[src/rtl/logic_unit_arbiter_if.sv]
// Request/result bundle between client blocks and the shared logic unit arbiter.
// master = client side, slave = arbiter side.
interface logic_unit_arbiter_if #(
  parameter int N_REQ = 4,
  parameter int WIDTH = 8,
  parameter int ID_W  = $clog2(N_REQ)
);
  logic [N_REQ-1:0]       req;
  logic [3*N_REQ-1:0]     op_in;
  logic [WIDTH*N_REQ-1:0] a_in;
  logic [WIDTH*N_REQ-1:0] b_in;
  logic [N_REQ-1:0]       gnt;
  logic                   busy;
  logic [WIDTH-1:0]       result;
  logic                   res_valid;
  logic [ID_W-1:0]        res_id;
  logic                   op_err;

  modport master (
    output req, op_in, a_in, b_in,
    input  gnt, busy, result, res_valid, res_id, op_err
  );

  modport slave (
    input  req, op_in, a_in, b_in,
    output gnt, busy, result, res_valid, res_id, op_err
  );
endinterface

[src/rtl/logic_unit_arbiter.sv]
// Round-robin arbiter sharing one bitwise logic unit (AND/OR/NOT/NAND/NOR/XOR/XNOR)
// among N_REQ requesters; one operation per IDLE->EXEC->DONE pass.
module logic_unit_arbiter #(
  parameter int N_REQ = 4,
  parameter int WIDTH = 8,
  parameter int ID_W  = $clog2(N_REQ)
) (
  input logic                 clk,
  input logic                 rst,
  logic_unit_arbiter_if.slave bus
);

  typedef enum logic [1:0] {IDLE, EXEC, DONE} state_t;

  typedef enum logic [2:0] {
    OP_AND  = 3'd0,
    OP_OR   = 3'd1,
    OP_NOTA = 3'd2,
    OP_NAND = 3'd3,
    OP_NOR  = 3'd4,
    OP_XOR  = 3'd5,
    OP_XNOR = 3'd6,
    OP_RSVD = 3'd7
  } op_t;

  state_t state, state_nxt;

  logic [ID_W-1:0]  ptr, ptr_nxt;
  logic [ID_W-1:0]  winner;
  logic [ID_W-1:0]  pick;
  logic             pick_valid;
  logic [ID_W:0]    sum;
  logic [N_REQ-1:0] gnt_nxt;

  logic [2:0]       op_q;
  logic [WIDTH-1:0] a_q, b_q;
  logic [WIDTH-1:0] alu;
  logic             alu_err;

  logic [N_REQ-1:0] gnt_q;
  logic             busy_q;
  logic [WIDTH-1:0] result_q;
  logic             res_valid_q;
  logic [ID_W-1:0]  res_id_q;
  logic             op_err_q;

  logic [2:0]       op_arr [N_REQ];
  logic [WIDTH-1:0] a_arr  [N_REQ];
  logic [WIDTH-1:0] b_arr  [N_REQ];

  for (genvar g = 0; g < N_REQ; g++) begin : g_unpack
    assign op_arr[g] = bus.op_in[3*g +: 3];
    assign a_arr[g]  = bus.a_in[WIDTH*g +: WIDTH];
    assign b_arr[g]  = bus.b_in[WIDTH*g +: WIDTH];
  end

  // Round-robin search: the index wraps by subtraction so non-power-of-two N_REQ works.
  always_comb begin
    pick       = '0;
    pick_valid = 1'b0;
    sum        = '0;
    for (int unsigned i = 0; i < N_REQ; i++) begin
      sum = {1'b0, ptr} + (ID_W+1)'(i);
      if (sum >= (ID_W+1)'(N_REQ))
        sum = sum - (ID_W+1)'(N_REQ);
      if (!pick_valid && bus.req[sum[ID_W-1:0]]) begin
        pick       = sum[ID_W-1:0];
        pick_valid = 1'b1;
      end
    end
  end

  always_comb begin
    gnt_nxt       = '0;
    gnt_nxt[pick] = 1'b1;
    ptr_nxt       = (winner == ID_W'(N_REQ-1)) ? '0 : winner + 1'b1;
  end

  always_comb begin
    alu     = '0;
    alu_err = 1'b0;
    unique case (op_t'(op_q))
      OP_AND:  alu = a_q & b_q;
      OP_OR:   alu = a_q | b_q;
      OP_NOTA: alu = ~a_q;
      OP_NAND: alu = ~(a_q & b_q);
      OP_NOR:  alu = ~(a_q | b_q);
      OP_XOR:  alu = a_q ^ b_q;
      OP_XNOR: alu = ~(a_q ^ b_q);
      OP_RSVD: alu_err = 1'b1;
      default: alu = '0;
    endcase
  end

  always_comb begin
    state_nxt = state;
    unique case (state)
      IDLE:    if (pick_valid) state_nxt = EXEC;
      EXEC:    state_nxt = DONE;
      DONE:    state_nxt = IDLE;
      default: state_nxt = IDLE;
    endcase
  end

  always_ff @(posedge clk) begin
    if (rst) state <= IDLE;
    else     state <= state_nxt;
  end

  always_ff @(posedge clk) begin
    if (rst) begin
      gnt_q       <= '0;
      busy_q      <= 1'b0;
      result_q    <= '0;
      res_valid_q <= 1'b0;
      res_id_q    <= '0;
      op_err_q    <= 1'b0;
      ptr         <= '0;
      winner      <= '0;
      op_q        <= '0;
      a_q         <= '0;
      b_q         <= '0;
    end else begin
      unique case (state)
        IDLE: begin
          if (pick_valid) begin
            gnt_q  <= gnt_nxt;
            winner <= pick;
            op_q   <= op_arr[pick];
            a_q    <= a_arr[pick];
            b_q    <= b_arr[pick];
            busy_q <= 1'b1;
          end
        end
        EXEC: begin
          result_q    <= alu;
          res_id_q    <= winner;
          op_err_q    <= alu_err;
          res_valid_q <= 1'b1;
          gnt_q       <= '0;
        end
        DONE: begin
          res_valid_q <= 1'b0;
          op_err_q    <= 1'b0;
          busy_q      <= 1'b0;
          ptr         <= ptr_nxt;
        end
        default: ;
      endcase
    end
  end

  assign bus.gnt       = gnt_q;
  assign bus.busy      = busy_q;
  assign bus.result    = result_q;
  assign bus.res_valid = res_valid_q;
  assign bus.res_id    = res_id_q;
  assign bus.op_err    = op_err_q;

endmodule

[src/flat_wrapper.sv]
// flat-port wrapper written by rule: the top's interface ports become plain ports
module logic_unit_arbiter_flat 
#(
  parameter int N_REQ = 4,
  parameter int WIDTH = 8,
  parameter int ID_W  = $clog2(N_REQ)
)
  (clk, rst, bus_req, bus_op_in, bus_a_in, bus_b_in, bus_gnt, bus_busy, bus_result, bus_res_valid, bus_res_id, bus_op_err);
  logic_unit_arbiter_if #(.N_REQ(N_REQ), .WIDTH(WIDTH), .ID_W(ID_W)) bus_i ();
  input logic clk;
  input logic rst;
  input wire logic [$bits(bus_i.req)-1:0] bus_req;
  input wire logic [$bits(bus_i.op_in)-1:0] bus_op_in;
  input wire logic [$bits(bus_i.a_in)-1:0] bus_a_in;
  input wire logic [$bits(bus_i.b_in)-1:0] bus_b_in;
  output wire logic [$bits(bus_i.gnt)-1:0] bus_gnt;
  output wire logic [$bits(bus_i.busy)-1:0] bus_busy;
  output wire logic [$bits(bus_i.result)-1:0] bus_result;
  output wire logic [$bits(bus_i.res_valid)-1:0] bus_res_valid;
  output wire logic [$bits(bus_i.res_id)-1:0] bus_res_id;
  output wire logic [$bits(bus_i.op_err)-1:0] bus_op_err;
  assign bus_i.req = bus_req;
  assign bus_i.op_in = bus_op_in;
  assign bus_i.a_in = bus_a_in;
  assign bus_i.b_in = bus_b_in;
  assign bus_gnt = bus_i.gnt;
  assign bus_busy = bus_i.busy;
  assign bus_result = bus_i.result;
  assign bus_res_valid = bus_i.res_valid;
  assign bus_res_id = bus_i.res_id;
  assign bus_op_err = bus_i.op_err;
  logic_unit_arbiter #(.N_REQ(N_REQ), .WIDTH(WIDTH), .ID_W(ID_W)) u_core (.clk(clk), .rst(rst), .bus(bus_i));
endmodule
[config.mk]
export PLATFORM = sky130hd
export DESIGN_NAME = logic_unit_arbiter_flat
export DESIGN_NICKNAME = d
export VERILOG_FILES = /design/src/rtl/logic_unit_arbiter_if.sv /design/src/rtl/logic_unit_arbiter.sv /design/src/flat_wrapper.sv
export SDC_FILE = /design/constraint.sdc
export NUM_CORES = 1
export LEC_CHECK = 0
export CAP_MARGIN = 30
export CORE_ASPECT_RATIO = 2
export CORE_UTILIZATION = 30
export CTS_CLUSTER_DIAMETER = 50
export DETAILED_ROUTE_END_ITERATION = 10
export GPL_TIMING_DRIVEN = 0
export SETUP_SLACK_MARGIN = 0.05
export SYNTH_ARGS = -nofsm -noshare
export SYNTH_HDL_FRONTEND = slang
export SYNTH_SLANG_ARGS = --single-unit
[constraint.sdc]
create_clock -name clk -period 1.6 [get_ports clk]
set_clock_uncertainty 0.05 [all_clocks]
set_input_delay 0.32 -clock clk [delete_from_list [all_inputs] [get_ports clk]]
set_output_delay 0.32 -clock clk [all_outputs]
set_load 0.03 [all_outputs]
Yosys cells after proc, flatten, opt, wreduce, memory -nomap -nowiden
Index checks and enable logic that the tools add are counted.

operators by class
  muxes and demuxes = 42
  add/sub/neg operators = 8
  equal/unequal tests = 11
  reductions and logical operators = 15
  order comparisons = 11
  bitwise gates (word level) = 8

operator list
  operator                                                                       count
  8-bit case mux with 7 select lines                                             1
  8-bit binary-select mux with 2-bit select                                      2
  8-bit two-way mux                                                              4
  8-bit NOT                                                                      4
  2-bit two-way mux                                                              10
  2-bit by 3-bit less-than comparator with 1-bit output (second input constant)  5
  3-bit equality test (second input constant)                                    4
  3-bit >= comparator (second input constant)                                    4
  1-bit two-way mux                                                              11
  8-bit bitwise AND                                                              1
  1-bit binary-select mux with 2-bit select                                      4
  8-bit OR                                                                       1
  4-bit case mux with 2 select lines                                             1
  2-bit by 1-bit subtractor with 2-bit output (second input constant)            4
  8-bit XOR                                                                      1
  2-bit by 2-bit adder with 3-bit output (second input constant)                 2
  3-bit binary-select mux with 2-bit select                                      1
  3-bit by 2-bit equality test with 1-bit output (second input constant)         2
  3-bit two-way mux                                                              2
  1-bit case mux with 2 select lines                                             3
  2-bit AND reduction                                                            3
  2-bit nonzero test                                                             3
  2-bit equality test (second input constant)                                    2
  1-bit logical AND                                                              4
  14 further kinds                                                               16

storage, ports and cells
  input bits = 82
  register bits after elaboration = 42

Longest topological paths before layout
  word-level depth = 20
  gate-level depth with buffers = 7
  mapped depth without buffers = 6

Worst setup path after synthesis
OpenSTA, ideal clock, no wires.

  path type = register to register
  from = reg u_core.state[1]
  to = reg u_core.gnt_q[1], in the netlist u_core.bus.gnt[1]
  setup slack = -35 ps
  arrival = 1525 ps
  required time = 1490 ps
  period minus slack after synthesis = 1635 ps
  path buffers = 1
  stages on the path, launching flop included = 8
  cells stage by stage = dfxtp_1 -> inv_1 -> ha_1 -> clkbuf_1 -> nor2_1 -> nand2_1 -> a211oi_1 -> a22o_1

between the ends
  cells in the longest elaborated chain, start to end = 3
  elaborated cells on any way between the ends = 6
  those cells by class = eq/ne: 2; mux: 1; reduce/logical: 3

RTL lines
  what                                                                                              line                       text
  from (decl)                                                                                       logic_unit_arbiter.sv:26   state_t state, state_nxt;
  from (signal assigned)                                                                            logic_unit_arbiter.sv:107  else state <= state_nxt;
  2-bit by 1-bit equality test with 1-bit output or 2-bit logical NOT (tied branches)               logic_unit_arbiter.sv:124  unique case (state)
  2-bit nonzero test (no line) or 2-bit by 1-bit inequality test with 1-bit output (tied branches)  n/a
  2-bit AND reduction (no line)                                                                     n/a
  to (signal assigned)                                                                              logic_unit_arbiter.sv:127  gnt_q <= gnt_nxt;
  to (decl)                                                                                         logic_unit_arbiter.sv:40   logic [N_REQ-1:0] gnt_q;

Several ways; a longest one is shown, not always the timed one.
A chain may end at the register's enable or synchronous reset.

Worst setup path in the final report
  from = reg u_core.ptr[0]
  to = reg u_core.a_q[7]

between the ends
  cells in the longest elaborated chain, start to end = 18
  elaborated cells on any way between the ends = 42
  those cells by class = add/sub: 7; order compare: 4; mux: 23; bitwise: 1; reduce/logical: 7

RTL lines
  what                                                                                             line                       text
  from (decl)                                                                                      logic_unit_arbiter.sv:28   logic [ID_W-1:0] ptr, ptr_nxt;
  from (signal assigned)                                                                           logic_unit_arbiter.sv:146  ptr <= ptr_nxt;
  parallel branches: the longest is 18 deep, another holds 2-bit by 1-bit adder with 3-bit output  n/a
  to (signal assigned)                                                                             logic_unit_arbiter.sv:130  a_q <= a_arr[pick];
  to (decl)                                                                                        logic_unit_arbiter.sv:36   logic [WIDTH-1:0] a_q, b_q;

Several ways; the timed one is not identified. The select of a mux whose other input is x is not followed.

==> results.md <==
- First-pass GRT wire length: about 20 mm
- CP endpoint kind: flip-flop
- Fmax: 619 MHz
- Post-Route WL: 13.3 mm
- Routability cong.: a little under 0.9
- CTS tree: built
- Post-route cell area: between 5000 and 6000 sq um
- Reg2reg setup slack: -0.02 ns
- Clk Latency, worst-skew pair: about 0.3 ns
- Seq/Total Area, Yosys: 0.256
- Post-Syn Instances: roughly 400
- Hold-fix buffers at CTS: 0
- Final Setup Violations: 2
- Vias per inst: between 5 and 6
- GRT Util Overall: 0.229
- Hold path depth: 1
- Yosys cell types: around 50
- CP max stage delay: between 0.4 and 0.5 ns
- Failing checks: negative setup slack
- CTS Buffer Depth: 2
- Slowest cell on crit path: or3b_4
- Setup slack after placement: -0.765 ns
- Clock buffer count from CTS: 5
- CP required: between 1.5 and 2 ns
- Via count: 3,737
- Max cap viols: 0
- Startpoint types: flip-flop
- Minimum clock period after layout: 1.62 ns
- Final #Nets: around 630
- Crit-path leading delay family: simple AND/OR/NAND/NOR gates
- Antenna Nets Post-Route: 0
- Max-slew headroom: 0.489
- Syn. warnings: 0
- Synth top area share: 0.256
- Share of layout cells above drive strength 1: 0.424
- Post-DP Area: between 4000 and 5000 sq um
- WS Path Type: reg2reg
- Switching Share: 0.378
- Ys async rst share: 0
- Final Max Slew Viols: 0
- Tightest Pin Transition: 0.766 ns
- Global route overflow: 0
- Top cells by area, synth: dfxtp_1, a211oi_1, ha_1
- Post-synth EDFFs: 0
- Yosys top cell by area: dfxtp_1
- Worst Path Buf+Inv: 2
- CTS sink cnt: between 40 and 50
- Die W: roughly 76 um
- Register bit count reported by yosys: 42
- WP data arrival: 1.78 ns
- H-tree depth: 2
- DR WL/cell: between 15 and 20 um
- Number of I/O port buffers: 95
- Levels on crit path: 6
- Starting Density: 0.310
- Top FF cell, synth: dfxtp_1
- Hold WC Path Type: reg2reg
- DIE HEIGHT: approximately 150 um
- Slack of the critical path: -0.0158 ns
- Outcome: finished with violations
- Synthesized area: around 3300 sq um
- Initial antenna violation count: 0
- Reg clk slew, reported paths: roughly 0.070 ns
- DP HPWL: approximately 9 mm
- Row count: 53
- Power Internal: roughly 0.0029 W
- Synth top cells by count: a211oi_1, dfxtp_1, nor2_1
- Flop pwr share: 0.277
- DRC violations left: 0
- Worst-path fanout max: 6
- Ant diodes: 0
- Reg2Reg Capture Point: u_core.a_q[7]$_SDFFE_PP0P_
- Final hold vios: 0
- RSZ-0062 raised after global routing: yes
- Total power: between 0.004 and 0.005 W
- Core area: 10,600 sq um
- Syn Area/Cell: approximately 8.3 sq um
- Max IR drop VDD: between 0.4 and 0.5 mV
- Reg2reg start: u_core.ptr[0]$_SDFFE_PP0P_
- Gate power share: 0.490
- Die ar.: ~11,000 sq um
- Most frequent cell after synthesis: a211oi_1
- Launch point of the worst hold path: u_core.bus.result[5]$_SDFFE_PP0P_
- Period utilization: 1.01
- Largest net degree at the start of global routing: 17
- Number of global-route vias before repair: approximately 4,000
- P per Cell Area: 782 nW/um^2
- Leak: 2.23 nW
- R2R cell count: 6
- Post-Syn Nets: around 500
- Clock network power share: 0.233
- DRT iter0 DRCs: approximately 150
- Number of top-level pins: just under 100
- End of the worst hold path: u_core.bus.result[5]$_SDFFE_PP0P_
- P_sw: 0.00176 W
- Layout area overhead: 81.5%
- DRT Pass-1 Iters: 4
- CTS root buffer: clkbuf_16
- Crit path cell chain: or3b_4 -> o311ai_4 -> buf_6 -> buf_12 -> a32oi_4 -> a211oi_2
metrics by stage:
step | hold WS, ns | TNS [ns] | utilization | cells
after floorplan | 0.403 | 0 | - | 398
after global placement | 0.410 | -18.09 | 0.417 | 630
after detailed placement | 0.417 | -18.25 | 0.417 | 630
after CTS | 0.428 | -0.0418 | 0.530 | 664
after global routing | 0.436 | -0.401 | 0.563 | 668
final | 0.418 | -0.0214 | 0.563 | 668
power by group through the flow:
stage | Clock [W] | Sequential [W] | Combinational (W)
final | 0.00109 | 0.00129 | 0.00229
after global routing | 0.00114 | 0.00131 | 0.00242
after CTS | 0.00110 | 0.00128 | 0.00204
after detailed placement | 0 | 0.00130 | 0.00155
after global placement | 0 | 0.00130 | 0.00152
after floorplan | 0 | 0.00134 | 0.000936
worst register-to-register path, cell delays in order (launching register included):
cell	delay, ns
dfxtp_4	0.37
or3b_4	0.41
o311ai_4	0.09
buf_6	0.17
buf_12	0.13
a32oi_4	0.07
a211oi_2	0.24
sequential cells by signal, summed over array words and instances (netlist names), 2 cells and up:
signal / cells
u_core.b_q: 8
u_core.op_q: 3
u_core.a_q: 8
u_core.bus.res_id: 2
u_core.state: 2
u_core.winner: 2
u_core.ptr: 2
u_core.bus.result: 8
u_core.bus.gnt: 4
logic make-up after synthesis:
| family | after synthesis | share of synthesized area |
|---|---|---|
| buf+inv | 64 | 0.0916 |
| compound gates | 136 | 0.344 |
| mux | 14 | 0.0433 |
| fa+ha+maj | 21 | 0.0798 |
| simple gates | 121 | 0.186 |
| flops | 42 | 0.256 |
timing repair:
action                     CTS  global route
setup endpoints to repair   53            33
setup buffers               22             4
gates resized for setup    204            78
gates cloned                 6             1
pin swaps                   67            36
area by class of cell:
class                      count  area, sq um
inverter                      21         82.6
tap                          137          171
multi-input combinational    292         3020
fill                         921         4640
buffer                        40          397
clock buffer                   5          125
clock inverter                 3         27.5
timing repair buffer         128         1280
sequential                    42          871
worst max path at each step:
stage,from,endpoint,slack (ns)
floorplan,bus_req[2],u_core.a_q[7]$_SDFFE_PP0P_,0.05
global placement,bus_req[0],u_core.b_q[5]$_SDFFE_PP0P_,-0.69
detailed placement,bus_req[0],u_core.op_q[0]$_SDFFE_PP0P_,-0.76
CTS,u_core.ptr[1]$_SDFFE_PP0P_,u_core.op_q[0]$_SDFFE_PP0P_,-0.03
global route,u_core.ptr[0]$_SDFFE_PP0P_,u_core.a_q[7]$_SDFFE_PP0P_,-0.04
finish,u_core.ptr[0]$_SDFFE_PP0P_,u_core.a_q[7]$_SDFFE_PP0P_,-0.02
placed cells by master (no fill, tap or decap), types with 4 or more instances in the layout:
cell	Yosys	final
buf_2	13	7
nor2_1	38	36
inv_2	0	7
mux2i_1	12	12
a21oi_1	12	10
o22ai_1	4	4
buf_6	3	20
dlygate4sd2_1	0	17
clkbuf_16	0	6
a221o_1	4	4
clkdlybuf4s50_1	0	76
a22o_1	8	8
dfxtp_2	0	12
ha_1	21	12
a32oi_4	0	4
a32oi_1	19	4
dfxtp_4	0	4
buf_12	0	7
nand2b_1	7	6
dfxtp_1	42	26
inv_1	21	13
ha_4	0	6
a32oi_2	0	11
a211oi_2	10	27
a211oi_4	0	28
buf_8	1	7
buf_4	3	22
nand3_1	4	4
nand2_1	31	29
clkbuf_1	23	7
and3_4	0	16
a211oi_1	49	4
metal layers:
layer | share of wire | track usage
met1 | 0.33 | 0.212
met2 | 0.56 | 0.454
met3 | 0.038 | 0.0327
met4 | 0.068 | 0.157
met5 | 0 | 0
Power figures use the tool's default switching activity.
